===== src/rtl/voice_scheduler_pkg.sv =====
// Shared definitions for the voice scheduler slice: default widths, the
// derived accumulator width and the frame FSM state encoding.
package voice_scheduler_pkg;

   localparam int DEF_NUM_VOICES = 4;
   localparam int DEF_PHASE_W    = 8;
   localparam int DEF_SAMPLE_W   = 8;
   localparam int DEF_OUT_W      = 16;
   localparam int DEF_DP_LAT     = 2;

   // Width needed to sum num_voices signed samples without overflow.
   function automatic int acc_width(input int sample_w, input int num_voices);
      return sample_w + $clog2(num_voices);
   endfunction

   localparam int DEF_ACC_W = acc_width(DEF_SAMPLE_W, DEF_NUM_VOICES);

   typedef enum logic [1:0] {
      ST_IDLE    = 2'd0,
      ST_ISSUE   = 2'd1,
      ST_DRAIN   = 2'd2,
      ST_PRESENT = 2'd3
   } state_t;

endpackage


===== src/rtl/voice_scheduler_if.sv =====
// Bus bundle between the scheduler, the shared waveform datapath and the
// I2S serializer.
//   dp_req/dp_phase : request to the datapath (scheduler drives)
//   dp_sample       : signed datapath result, DP_LAT cycles after dp_req
//   mix_data/valid  : mixed word to the serializer (scheduler drives)
//   mix_ready       : serializer accepts mix_data
interface voice_scheduler_if #(
   parameter int PHASE_W  = voice_scheduler_pkg::DEF_PHASE_W,
   parameter int SAMPLE_W = voice_scheduler_pkg::DEF_SAMPLE_W,
   parameter int OUT_W    = voice_scheduler_pkg::DEF_OUT_W
);
   logic                dp_req;
   logic [PHASE_W-1:0]  dp_phase;
   logic [SAMPLE_W-1:0] dp_sample;
   logic [OUT_W-1:0]    mix_data;
   logic                mix_valid;
   logic                mix_ready;

   modport master (
      output dp_req, dp_phase, mix_data, mix_valid,
      input  dp_sample, mix_ready
   );

   modport slave (
      input  dp_req, dp_phase, mix_data, mix_valid,
      output dp_sample, mix_ready
   );
endinterface


===== src/rtl/voice_scheduler_phase_bank.sv =====
// Per-voice phase accumulators. One voice is addressed at a time: its phase
// is read combinationally and, when wr_en is set, advanced by wr_inc with
// natural wrap-around.
//   clk, rst  : clock, async active-low reset (phases go to 0)
//   rd_idx    : addressed voice
//   rd_phase  : current phase of the addressed voice
//   wr_en     : advance the addressed voice this cycle
//   wr_inc    : increment applied to the addressed voice
module voice_phase_bank #(
   parameter int NUM_VOICES = voice_scheduler_pkg::DEF_NUM_VOICES,
   parameter int PHASE_W    = voice_scheduler_pkg::DEF_PHASE_W
)(
   input  logic                          clk,
   input  logic                          rst,
   input  logic [$clog2(NUM_VOICES)-1:0] rd_idx,
   output logic [PHASE_W-1:0]            rd_phase,
   input  logic                          wr_en,
   input  logic [PHASE_W-1:0]            wr_inc
);
   logic [PHASE_W-1:0] phase_r [NUM_VOICES];

   assign rd_phase = phase_r[rd_idx];

   // Wrap-add into the addressed voice; all other voices hold.
   always_ff @(posedge clk or negedge rst) begin
      if (!rst) begin
         for (int i = 0; i < NUM_VOICES; i++) begin
            phase_r[i] <= {PHASE_W{1'b0}};
         end
      end else if (wr_en) begin
         phase_r[rd_idx] <= rd_phase + wr_inc;
      end
   end
endmodule


===== src/rtl/voice_scheduler.sv =====
// Time-multiplexes one waveform datapath across NUM_VOICES voices per sample
// period, sums the returned samples and offers the mix to the serializer.
//   clk, rst    : clock, async active-low reset
//   sample_tick : one-cycle pulse starting a sample period
//   voice_en    : per-voice enable
//   voice_inc   : per-voice phase increment, voice i at [i*PHASE_W +: PHASE_W]
//   busy        : frame in progress (any state but IDLE)
//   overrun     : one-cycle pulse, registered, after a dropped tick
//   bus         : datapath request/result and mix valid/ready handshake
module voice_scheduler
   import voice_scheduler_pkg::*;
#(
   parameter int NUM_VOICES = DEF_NUM_VOICES,
   parameter int PHASE_W    = DEF_PHASE_W,
   parameter int SAMPLE_W   = DEF_SAMPLE_W,
   parameter int OUT_W      = DEF_OUT_W,
   parameter int DP_LAT     = DEF_DP_LAT
)(
   input  logic                          clk,
   input  logic                          rst,
   input  logic                          sample_tick,
   input  logic [NUM_VOICES-1:0]         voice_en,
   input  logic [NUM_VOICES*PHASE_W-1:0] voice_inc,
   output logic                          busy,
   output logic                          overrun,
   voice_scheduler_if.master             bus
);
   localparam int ACC_W = acc_width(SAMPLE_W, NUM_VOICES);
   localparam int SHIFT = OUT_W - ACC_W;
   localparam int IDX_W = $clog2(NUM_VOICES);
   localparam int CNT_W = $clog2(NUM_VOICES + DP_LAT);

   state_t                     state_r, state_nxt_s;
   logic [CNT_W-1:0]           cnt_r;
   logic [IDX_W-1:0]           idx_s;
   logic                       last_issue_s, last_drain_s;
   logic                       issue_s, dp_req_s, start_s, handshake_s, overrun_s;
   logic [PHASE_W-1:0]         inc_arr_s [NUM_VOICES];
   logic [PHASE_W-1:0]         rd_phase_s, last_phase_r;
   logic [DP_LAT-1:0]          tag_r;
   logic signed [SAMPLE_W-1:0] samp_s;
   logic signed [ACC_W-1:0]    samp_ext_s, acc_r, acc_nxt_s;
   logic signed [OUT_W-1:0]    mix_ext_s, mix_nxt_s;
   logic [OUT_W-1:0]           mix_data_r;
   logic                       mix_valid_r, busy_r, overrun_r;

   // The slot counter doubles as voice index in ISSUE and drain timer in DRAIN.
   assign idx_s        = cnt_r[IDX_W-1:0];
   assign last_issue_s = (cnt_r == CNT_W'(NUM_VOICES - 1));
   assign last_drain_s = (cnt_r == CNT_W'(DP_LAT - 1));

   voice_phase_bank #(
      .NUM_VOICES (NUM_VOICES),
      .PHASE_W    (PHASE_W)
   ) u_phase_bank (
      .clk      (clk),
      .rst      (rst),
      .rd_idx   (idx_s),
      .rd_phase (rd_phase_s),
      .wr_en    (dp_req_s),
      .wr_inc   (inc_arr_s[idx_s])
   );

   // Unpack the flat increment bus into per-voice words.
   always_comb begin
      for (int i = 0; i < NUM_VOICES; i++) begin
         inc_arr_s[i] = voice_inc[i*PHASE_W +: PHASE_W];
      end
   end

   // FSM state register.
   always_ff @(posedge clk or negedge rst) begin
      if (!rst) begin
         state_r <= ST_IDLE;
      end else begin
         state_r <= state_nxt_s;
      end
   end

   // FSM next-state logic; a tick coinciding with the handshake chains frames.
   always_comb begin
      state_nxt_s = state_r;
      case (state_r)
         ST_IDLE: begin
            if (sample_tick) state_nxt_s = ST_ISSUE;
            else             state_nxt_s = ST_IDLE;
         end
         ST_ISSUE: begin
            if (last_issue_s) state_nxt_s = ST_DRAIN;
            else              state_nxt_s = ST_ISSUE;
         end
         ST_DRAIN: begin
            if (last_drain_s) state_nxt_s = ST_PRESENT;
            else              state_nxt_s = ST_DRAIN;
         end
         ST_PRESENT: begin
            if (bus.mix_ready) begin
               if (sample_tick) state_nxt_s = ST_ISSUE;
               else             state_nxt_s = ST_IDLE;
            end else begin
               state_nxt_s = ST_PRESENT;
            end
         end
         default: state_nxt_s = ST_IDLE;
      endcase
   end

   // FSM output decode: request strobe, frame start and dropped-tick detect.
   always_comb begin
      issue_s     = 1'b0;
      dp_req_s    = 1'b0;
      start_s     = 1'b0;
      handshake_s = 1'b0;
      overrun_s   = 1'b0;
      case (state_r)
         ST_IDLE: begin
            start_s = sample_tick;
         end
         ST_ISSUE: begin
            issue_s   = 1'b1;
            dp_req_s  = voice_en[idx_s];
            overrun_s = sample_tick;
         end
         ST_DRAIN: begin
            overrun_s = sample_tick;
         end
         ST_PRESENT: begin
            handshake_s = bus.mix_ready;
            start_s     = sample_tick & bus.mix_ready;
            overrun_s   = sample_tick & ~bus.mix_ready;
         end
         default: begin
            issue_s = 1'b0;
         end
      endcase
   end

   // Slot counter: restarts on frame start and between ISSUE and DRAIN.
   always_ff @(posedge clk or negedge rst) begin
      if (!rst) begin
         cnt_r <= {CNT_W{1'b0}};
      end else if (start_s) begin
         cnt_r <= {CNT_W{1'b0}};
      end else if (state_r == ST_ISSUE) begin
         cnt_r <= last_issue_s ? {CNT_W{1'b0}} : cnt_r + CNT_W'(1'b1);
      end else if (state_r == ST_DRAIN) begin
         cnt_r <= cnt_r + CNT_W'(1'b1);
      end else begin
         cnt_r <= cnt_r;
      end
   end

   // Tag pipe: dp_req delayed to line up with the returning dp_sample.
   always_ff @(posedge clk or negedge rst) begin
      if (!rst) begin
         tag_r <= {DP_LAT{1'b0}};
      end else begin
         tag_r <= DP_LAT'({tag_r, dp_req_s});
      end
   end

   // Accumulate tagged samples; the final-slot sample is folded into the
   // PRESENT word through acc_nxt_s so no extra cycle is needed.
   always_comb begin
      samp_s     = bus.dp_sample;
      samp_ext_s = ACC_W'(samp_s);
      if (tag_r[DP_LAT-1]) acc_nxt_s = acc_r + samp_ext_s;
      else                 acc_nxt_s = acc_r;
      mix_ext_s  = OUT_W'(acc_nxt_s);
      mix_nxt_s  = mix_ext_s <<< SHIFT;
   end

   // Accumulator, mix word, phase hold and status outputs.
   always_ff @(posedge clk or negedge rst) begin
      if (!rst) begin
         acc_r        <= {ACC_W{1'b0}};
         mix_data_r   <= {OUT_W{1'b0}};
         mix_valid_r  <= 1'b0;
         last_phase_r <= {PHASE_W{1'b0}};
         busy_r       <= 1'b0;
         overrun_r    <= 1'b0;
      end else begin
         acc_r        <= start_s ? {ACC_W{1'b0}} : acc_nxt_s;
         last_phase_r <= issue_s ? rd_phase_s : last_phase_r;
         busy_r       <= (state_nxt_s != ST_IDLE);
         overrun_r    <= overrun_s;
         if ((state_r == ST_DRAIN) && last_drain_s) begin
            mix_data_r  <= mix_nxt_s;
            mix_valid_r <= 1'b1;
         end else if (handshake_s) begin
            mix_valid_r <= 1'b0;
         end else begin
            mix_valid_r <= mix_valid_r;
         end
      end
   end

   assign bus.dp_req    = dp_req_s;
   assign bus.dp_phase  = issue_s ? rd_phase_s : last_phase_r;
   assign bus.mix_data  = mix_data_r;
   assign bus.mix_valid = mix_valid_r;
   assign busy          = busy_r;
   assign overrun       = overrun_r;
endmodule


===== src/flat_wrapper.sv =====
// flat-port wrapper written by rule: the top's interface ports become plain ports
module voice_scheduler_flat import voice_scheduler_pkg::*;
#(
   parameter int NUM_VOICES = DEF_NUM_VOICES,
   parameter int PHASE_W    = DEF_PHASE_W,
   parameter int SAMPLE_W   = DEF_SAMPLE_W,
   parameter int OUT_W      = DEF_OUT_W,
   parameter int DP_LAT     = DEF_DP_LAT
)
  (clk, rst, sample_tick, voice_en, voice_inc, busy, overrun, bus_dp_req, bus_dp_phase, bus_mix_data, bus_mix_valid, bus_dp_sample, bus_mix_ready);
  voice_scheduler_if #(.PHASE_W(PHASE_W), .SAMPLE_W(SAMPLE_W), .OUT_W(OUT_W)) bus_i ();
  input  logic clk;
  input  logic rst;
  input  logic sample_tick;
  input  logic [NUM_VOICES-1:0] voice_en;
  input  logic [NUM_VOICES*PHASE_W-1:0] voice_inc;
  output logic busy;
  output logic overrun;
  output wire logic [$bits(bus_i.dp_req)-1:0] bus_dp_req;
  output wire logic [$bits(bus_i.dp_phase)-1:0] bus_dp_phase;
  output wire logic [$bits(bus_i.mix_data)-1:0] bus_mix_data;
  output wire logic [$bits(bus_i.mix_valid)-1:0] bus_mix_valid;
  input wire logic [$bits(bus_i.dp_sample)-1:0] bus_dp_sample;
  input wire logic [$bits(bus_i.mix_ready)-1:0] bus_mix_ready;
  assign bus_dp_req = bus_i.dp_req;
  assign bus_dp_phase = bus_i.dp_phase;
  assign bus_mix_data = bus_i.mix_data;
  assign bus_mix_valid = bus_i.mix_valid;
  assign bus_i.dp_sample = bus_dp_sample;
  assign bus_i.mix_ready = bus_mix_ready;
  voice_scheduler #(.NUM_VOICES(NUM_VOICES), .PHASE_W(PHASE_W), .SAMPLE_W(SAMPLE_W), .OUT_W(OUT_W), .DP_LAT(DP_LAT)) u_core (.clk(clk), .rst(rst), .sample_tick(sample_tick), .voice_en(voice_en), .voice_inc(voice_inc), .busy(busy), .overrun(overrun), .bus(bus_i));
endmodule

===== config.mk =====
export PLATFORM = sky130hd
export DESIGN_NAME = voice_scheduler_flat
export DESIGN_NICKNAME = d
export VERILOG_FILES = /design/src/rtl/voice_scheduler_pkg.sv /design/src/rtl/voice_scheduler_if.sv /design/src/rtl/voice_scheduler_phase_bank.sv /design/src/rtl/voice_scheduler.sv /design/src/flat_wrapper.sv
export SDC_FILE = /design/constraint.sdc
export NUM_CORES = 1
export LEC_CHECK = 0
export ABC_AREA = 1
export CAP_MARGIN = 20
export CORE_ASPECT_RATIO = 0.5
export CORE_MARGIN = 4
export CORE_UTILIZATION = 48
export DETAILED_ROUTE_END_ITERATION = 16
export HOLD_SLACK_MARGIN = 0.06
export MAX_ROUTING_LAYER = met4
export PLACE_DENSITY = 0.74
export RECOVER_POWER = 25
export SYNTH_ARGS = -nofsm -noshare
export SYNTH_HDL_FRONTEND = slang
export SYNTH_HIERARCHICAL = 1
export SYNTH_SLANG_ARGS = --single-unit
export TNS_END_PERCENT = 5

===== constraint.sdc =====
create_clock -name clk -period 3.5 [get_ports clk]
set_input_delay 0.7 -clock clk [delete_from_list [all_inputs] [get_ports clk]]
set_output_delay 0.7 -clock clk [all_outputs]
set_load 0.02 [all_outputs]

==> results of run 1 <==
## final timing paths
check / from / to / slack (ps) / cells after the start
setup reg to reg: u_core/cnt_r[0] / u_core/u_phase_bank/phase_r[6] / 560 / 14
hold reg to reg: u_core/tag_r[0] / u_core/tag_r[1] / 350 / 0
min in group asynchronous: rst / u_core/u_phase_bank/phase_r[3] / 500 / 1
setup / recovery: u_core/cnt_r[1] / bus_dp_req / 280 / 5
max in group asynchronous: rst / u_core/last_phase_r[2] / 1290 / 2
hold / removal: u_core/tag_r[0] / u_core/tag_r[1] / 350 / 0
## worst max-delay path: stages (launching register included)
cell and delay (ps):
dfrtp_1 590, clkinv_1 330, nor2_1 150, o21ai_0 90, a21oi_1 330, clkdlybuf4s50_1 690
## cells by family after synthesis
| group | Yosys count | synth area share [%] |
|---|---|---|
| buffers and inverters | 76 | 8.176 |
| and+or+nand+nor | 281 | 29.04 |
| xor gates and xnor gates | 6 | 1.253 |
| AOI/OAI and AO/OA | 85 | 11.85 |
| adders and majority gates | 25 | 7.819 |
| DFF | 70 | 41.78 |
| other | 1 | 0.08944 |
## Yosys cell counts (all sizes together) (2+ instances only)
library cell	n	share of area [%]
o21ai	49	6.3
a31oi	2	0.30
fa	2	0.95
clkbuf	2	0.18
buf	17	2.9
a21oi	12	1.5
a22oi	9	1.6
ha	23	6.9
nor2	47	5.0
xnor2	4	0.84
nand2	184	17
inv	56	5.0
or2	6	0.90
nand3b	2	0.36
o22ai	8	1.2
xor2	2	0.42
nand4	3	0.45
dfrtp	70	42
nand3	38	5.0
## per-stage QoR
step                      area, um^2  cells
final                           5246    736
after CTS                       5251    736
after global routing            5246    736
after floorplan                 4212    549
after global placement          4976    720
after detailed placement        4976    720
## per-layer routing
metal | part of all wire [%] | routed length [um] | track usage, %
met2 | 46 | 4709 | 33.42
met3 | 5.8 | 586 | 5.138
met5 | 0 | 0 | -
met4 | 1.5 | 153 | 6.874
met1 | 46 | 4706 | 27.33
## area by class of cell
type | count | area [um^2] | share of cell area [%]
Clock buffer | 10 | 239.0 | 4.555
Clock inverter | 6 | 36.28 | 0.6916
Inverter | 57 | 214.0 | 4.078
Multi-Input combinational cell | 403 | 2117 | 40.35
Sequential cell | 70 | 1752 | 33.39
Tap cell | 112 | 140.1 | 2.671
Timing Repair Buffer | 78 | 748.2 | 14.26
## state kept, by name, summed over array words and instances, names as in the netlist
| name | cells |
|---|---|
| u_core/u_phase_bank/phase_r | 32 |
| u_core/acc_r | 10 |
| u_core/bus.mix_data | 10 |
| u_core/last_phase_r | 8 |
| u_core/cnt_r | 3 |
| u_core/state_r | 2 |
| u_core/tag_r | 2 |
| u_core/bus.mix_valid | 1 |
| u_core/busy | 1 |
| u_core/overrun | 1 |
## power breakdown
part	internal [mW]	leakage (nW)	switching [mW]	total, mW
Clock	0.495	0.138	0.343	0.838
Combinational	1.14	1.68	1.90	3.04
Sequential	1.17	0.845	0.222	1.39
==> reports/results.ini, run 1 <==
[logic_synthesis]
synth_area_mm2=0.004193
yosysSeqAreaShare_pct=41.78
ys_async_sr_fraction_pct=100.0
synth.avg_cell_area_um2=7.707
synth_edf_count=0
yosysWarnings=6
yosys.cell_types.count=37
ys_seq_elements=70
synthFlopType=dfrtp_1
netlist_instances=544

[clocking]
clockBufferDepth=2
hold_buffers=0
cts-root-buf=clkbuf_16
cts_setup_buffers=0
clock_sinks=70
cts.repair.resized=0
insertion_delay_ps=330
cts_tree=yes
path_clk_slew_ps=60
cts_buffers=9
htreeDepth=3

[sta]
finalSetupViolCount=0
slew_headroom_pct=13.22
fin_ws_ps=284.5
min_period_ps=3216
skew_ps=6.665
rsz0062_at_grt=no
slew_viol_final=0
hold_slack_ps=346.8
worstMarginPinSlew_ps=1302
fmax_ghz=0.3110
period_share_pct=91.87
finalSetupTns_ps=0
hold_viol=0

[global_routing]
grt_pass1_wl_um=16970
grt_use_total_pct=21.18
antenna_found_initial=0
grt_max_degree=30
grt_pass1_vias=3569
gr-total-overflow=0

[floorplan]
start_util_pct=50.77
ioPinCount=76
core_area_mm2=0.008259
dieHeight_um=74.09
row_count=23
die_w_um=140.2
dieArea_mm2=0.01038

[worst_setup_path]
critPathMaxFanout=10
crit_required_ps=2800
crit_arrival_ps=2520
cp-start-kind=register
endpoint_kind=output port
crit_type=register to output port

[placement]
pre_cts_slack_ps=401.4
post-dp-hpwl_um=7742
io_buffer_count=69
gp_congestion=0.8934

[drt]
routed_wl_um=10160
viasPerCell=5.065
ant_nets=0
drtIter0Drc=229
avgRoutedWirePerCell_um=13.80
vias=3728
firstDrtPassIters=5
post-route-drc-count=0

[layout]
fin_util_pct=63.52
final_cell_mix=nand2_1 (176), dfrtp_1 (70), clkdlybuf4s50_1 (68)
drive_gt1_share_pct=9.295
nNetsFinal=692
num-fill-cells=734
diodes=0
area_delta_synth_final_pct=25.13
final_common_cell=nand2_1

[min_path]
min_path_type=register to register

[flow_run]
max_cap_viol_count=0

[power]
leakage_nw=2.664
total_power_mw=5.271
p_per_area_mw_per_mm2=1005
irDropWorstVdd_uv=441.2

[outcome]
status=finished, final reports clean

(Power assumes the default switching activity.)
==> run 2, diff against run 1 <==
--- a/config.mk
+++ b/config.mk
@@ -6,7 +6,6 @@
 export NUM_CORES = 1
 export LEC_CHECK = 0
 export ABC_AREA = 1
-export CAP_MARGIN = 20
 export CORE_ASPECT_RATIO = 0.5
 export CORE_MARGIN = 4
 export CORE_UTILIZATION = 48
==> constraint.sdc (replaced) <==
create_clock -name clk -period 3.5 [get_ports clk]
set_input_delay 0.7 -clock clk [delete_from_list [all_inputs] [get_ports clk]]
set_output_delay 0.7 -clock clk [all_outputs]
set_load 0.1 [all_outputs]
==> run 2 against run 1 <==
Against the previous run: critical path depth rose by 5; design area is 0.98% higher; final cell count is 0.54% lower; utilization rose by 0.62 points; via count fell by 0.54%; setup slack better by 120 ps; clock skew up 1.8 ps; sequential share of layout area down 0.32 points; first-iteration DRC count is 0.44% higher.
==> reports/results.ini, run 2 (same netlist as run 1, synthesis figures left out) <==
[layout]
largest_register_ffs=32  ; unchanged
largest_register=u_core/u_phase_bank/phase_r
area_delta_synth_final_pct=26.35
final_common_cell=nand2_1
nNetsFinal=688  ; -0.58%
final_cell_mix=nand2_1 (176), dfrtp_1 (70), clkdlybuf4s50_1 (59)
diodes=0  ; unchanged
drive_gt1_share_pct=10.16  ; +0.87 points

[sta]
fmax_ghz=0.3227  ; +3.8%
finalSetupTns_ps=0  ; unchanged
rsz0062_at_grt=no
slew_headroom_pct=18.54  ; +5.3 points
skew_ps=8.431  ; +1.766 ps
hold_viol=0  ; unchanged
finalSetupViolCount=0  ; unchanged
worstMarginPinSlew_ps=1222  ; -79.74 ps
hold_slack_ps=346.9  ; +0.05400 ps
period_share_pct=88.54  ; -3.3 points
min_period_ps=3099  ; -116.4 ps
slew_viol_final=0  ; unchanged

[clocking]
hold_buffers=0  ; unchanged
clock_sinks=70  ; unchanged
insertion_delay_ps=330  ; about the same
path_clk_slew_ps=50  ; about the same
cts_setup_buffers=0  ; unchanged
cts_tree=yes
cts.repair.resized=0  ; unchanged
htreeDepth=3  ; unchanged
cts_buffers=9  ; unchanged
cts-root-buf=clkbuf_16
clockBufferDepth=2  ; unchanged

[min_path]
hp-start=u_core/tag_r[0]
min_to=u_core/tag_r[1]
min_path_type=register to register
worstHoldPathCells=0  ; unchanged

[worst_setup_path]
r2r_start=u_core/cnt_r[0]
crit_arrival_ps=2400  ; -120 ps
endpoint_kind=output port
r2r-end=u_core/u_phase_bank/phase_r[6]
critPathMaxFanout=11  ; +1
r2r_cells=12  ; -2
r2r_slack_ps=640  ; +80 ps
crit_type=register to output port
crit_required_ps=2800  ; about the same
cp-start-kind=register

[global_routing]
grt_pass1_wl_um=16860  ; -0.65%
grt_use_total_pct=20.96  ; -0.22 points
antenna_found_initial=0  ; unchanged
gr-total-overflow=0  ; unchanged
grt_max_degree=28  ; -6.7%
grt_pass1_vias=3536  ; -0.92%

[outcome]
status=finished, final reports clean

[drt]
routed_wl_um=10160  ; about the same
drtIter0Drc=230  ; +0.44%
avgRoutedWirePerCell_um=13.89  ; +0.64%
ant_nets=0  ; unchanged
firstDrtPassIters=4  ; -1
vias=3708  ; -0.54%
viasPerCell=5.066  ; about the same
post-route-drc-count=0  ; unchanged

[placement]
io_buffer_count=69  ; unchanged
post-dp-hpwl_um=7688  ; -0.70%
gp_congestion=0.8867  ; -0.75%

[flow_run]
max_cap_viol_count=0  ; unchanged

[floorplan]
dieHeight_um=74.09  ; unchanged
core_area_mm2=0.008259  ; unchanged
row_count=23  ; unchanged
die_w_um=140.2  ; unchanged
ioPinCount=76  ; unchanged
dieArea_mm2=0.01038  ; unchanged
start_util_pct=50.77  ; unchanged

run 2: cell count changes in the layout (fill, tap and decap cells not counted):
cell	change
clkbuf_1	+1
clkinvlp_4	-1
inv_6	-1
clkdlybuf4s50_1	-9
a21oi_2	+1
clkbuf_8	-1
a21oi_1	-1
buf_12	+1
clkinv_2	-3
buf_4	+4
clkinv_4	+1
bufinv_16	+4
run 2: cell type report:
type | count | area [um^2]
Fill cell | 735 | 2962
Multi-Input combinational cell | 403 | 2121
Sequential cell | 70 | 1752
Timing Repair Buffer | 74 | 708.2
Clock buffer | 10 | 229.0
Inverter | 57 | 214.0
Tap cell | 112 | 140.1
Clock inverter | 6 | 133.9
run 2: metal layers:
layer / vias to the layer above / part of all wire [%] / track usage, %
met5: - / 0 / -
met4: 0 / 0.79 / 5.693
met3: 15 / 4.8 / 4.753
met2: 83 / 47 / 33.63
met1: 1723 / 47 / 27.24
li1: 1887 / - / -
run 2: stage by stage:
stage	instance area (um^2)	std cells	setup WS (ps)	utilization [%]
after global placement	4940	716	623.0	59.81
after global routing	5298	732	235.3	64.14
after CTS	5303	732	418.9	64.20
final	5298	732	400.9	64.14
after detailed placement	4940	716	608.5	59.81
after floorplan	4215	549	467.8	-
run 2: critical path: stages (launching register included):
cell and delay, ps:
dfrtp_1 660, inv_2 140, nand2_2 140, inv_1 160, nand2_1 90, nand3_1 60, a21oi_1 270, inv_1 130
nand2_1 100, nand2_1 90, buf_4 240
run 2: how the worst max path moves through the flow:
stage	startpoint	to	slack, ps	depth (start not counted)
global placement	voice_inc[24]	u_core/u_phase_bank/phase_r[30]	620	12
CTS	u_core/cnt_r[0]	bus_dp_phase[1]	420	10
finish	u_core/cnt_r[0]	bus_dp_phase[1]	400	10
detailed placement	voice_inc[24]	u_core/u_phase_bank/phase_r[22]	610	12
global route	u_core/cnt_r[0]	bus_dp_phase[1]	240	10
floorplan	u_core/cnt_r[0]	u_core/u_phase_bank/phase_r[4]	470	11
Power of run 2 is not shown: default switching activity piles up to over one toggle a cycle in this logic, so the estimate is an artifact.
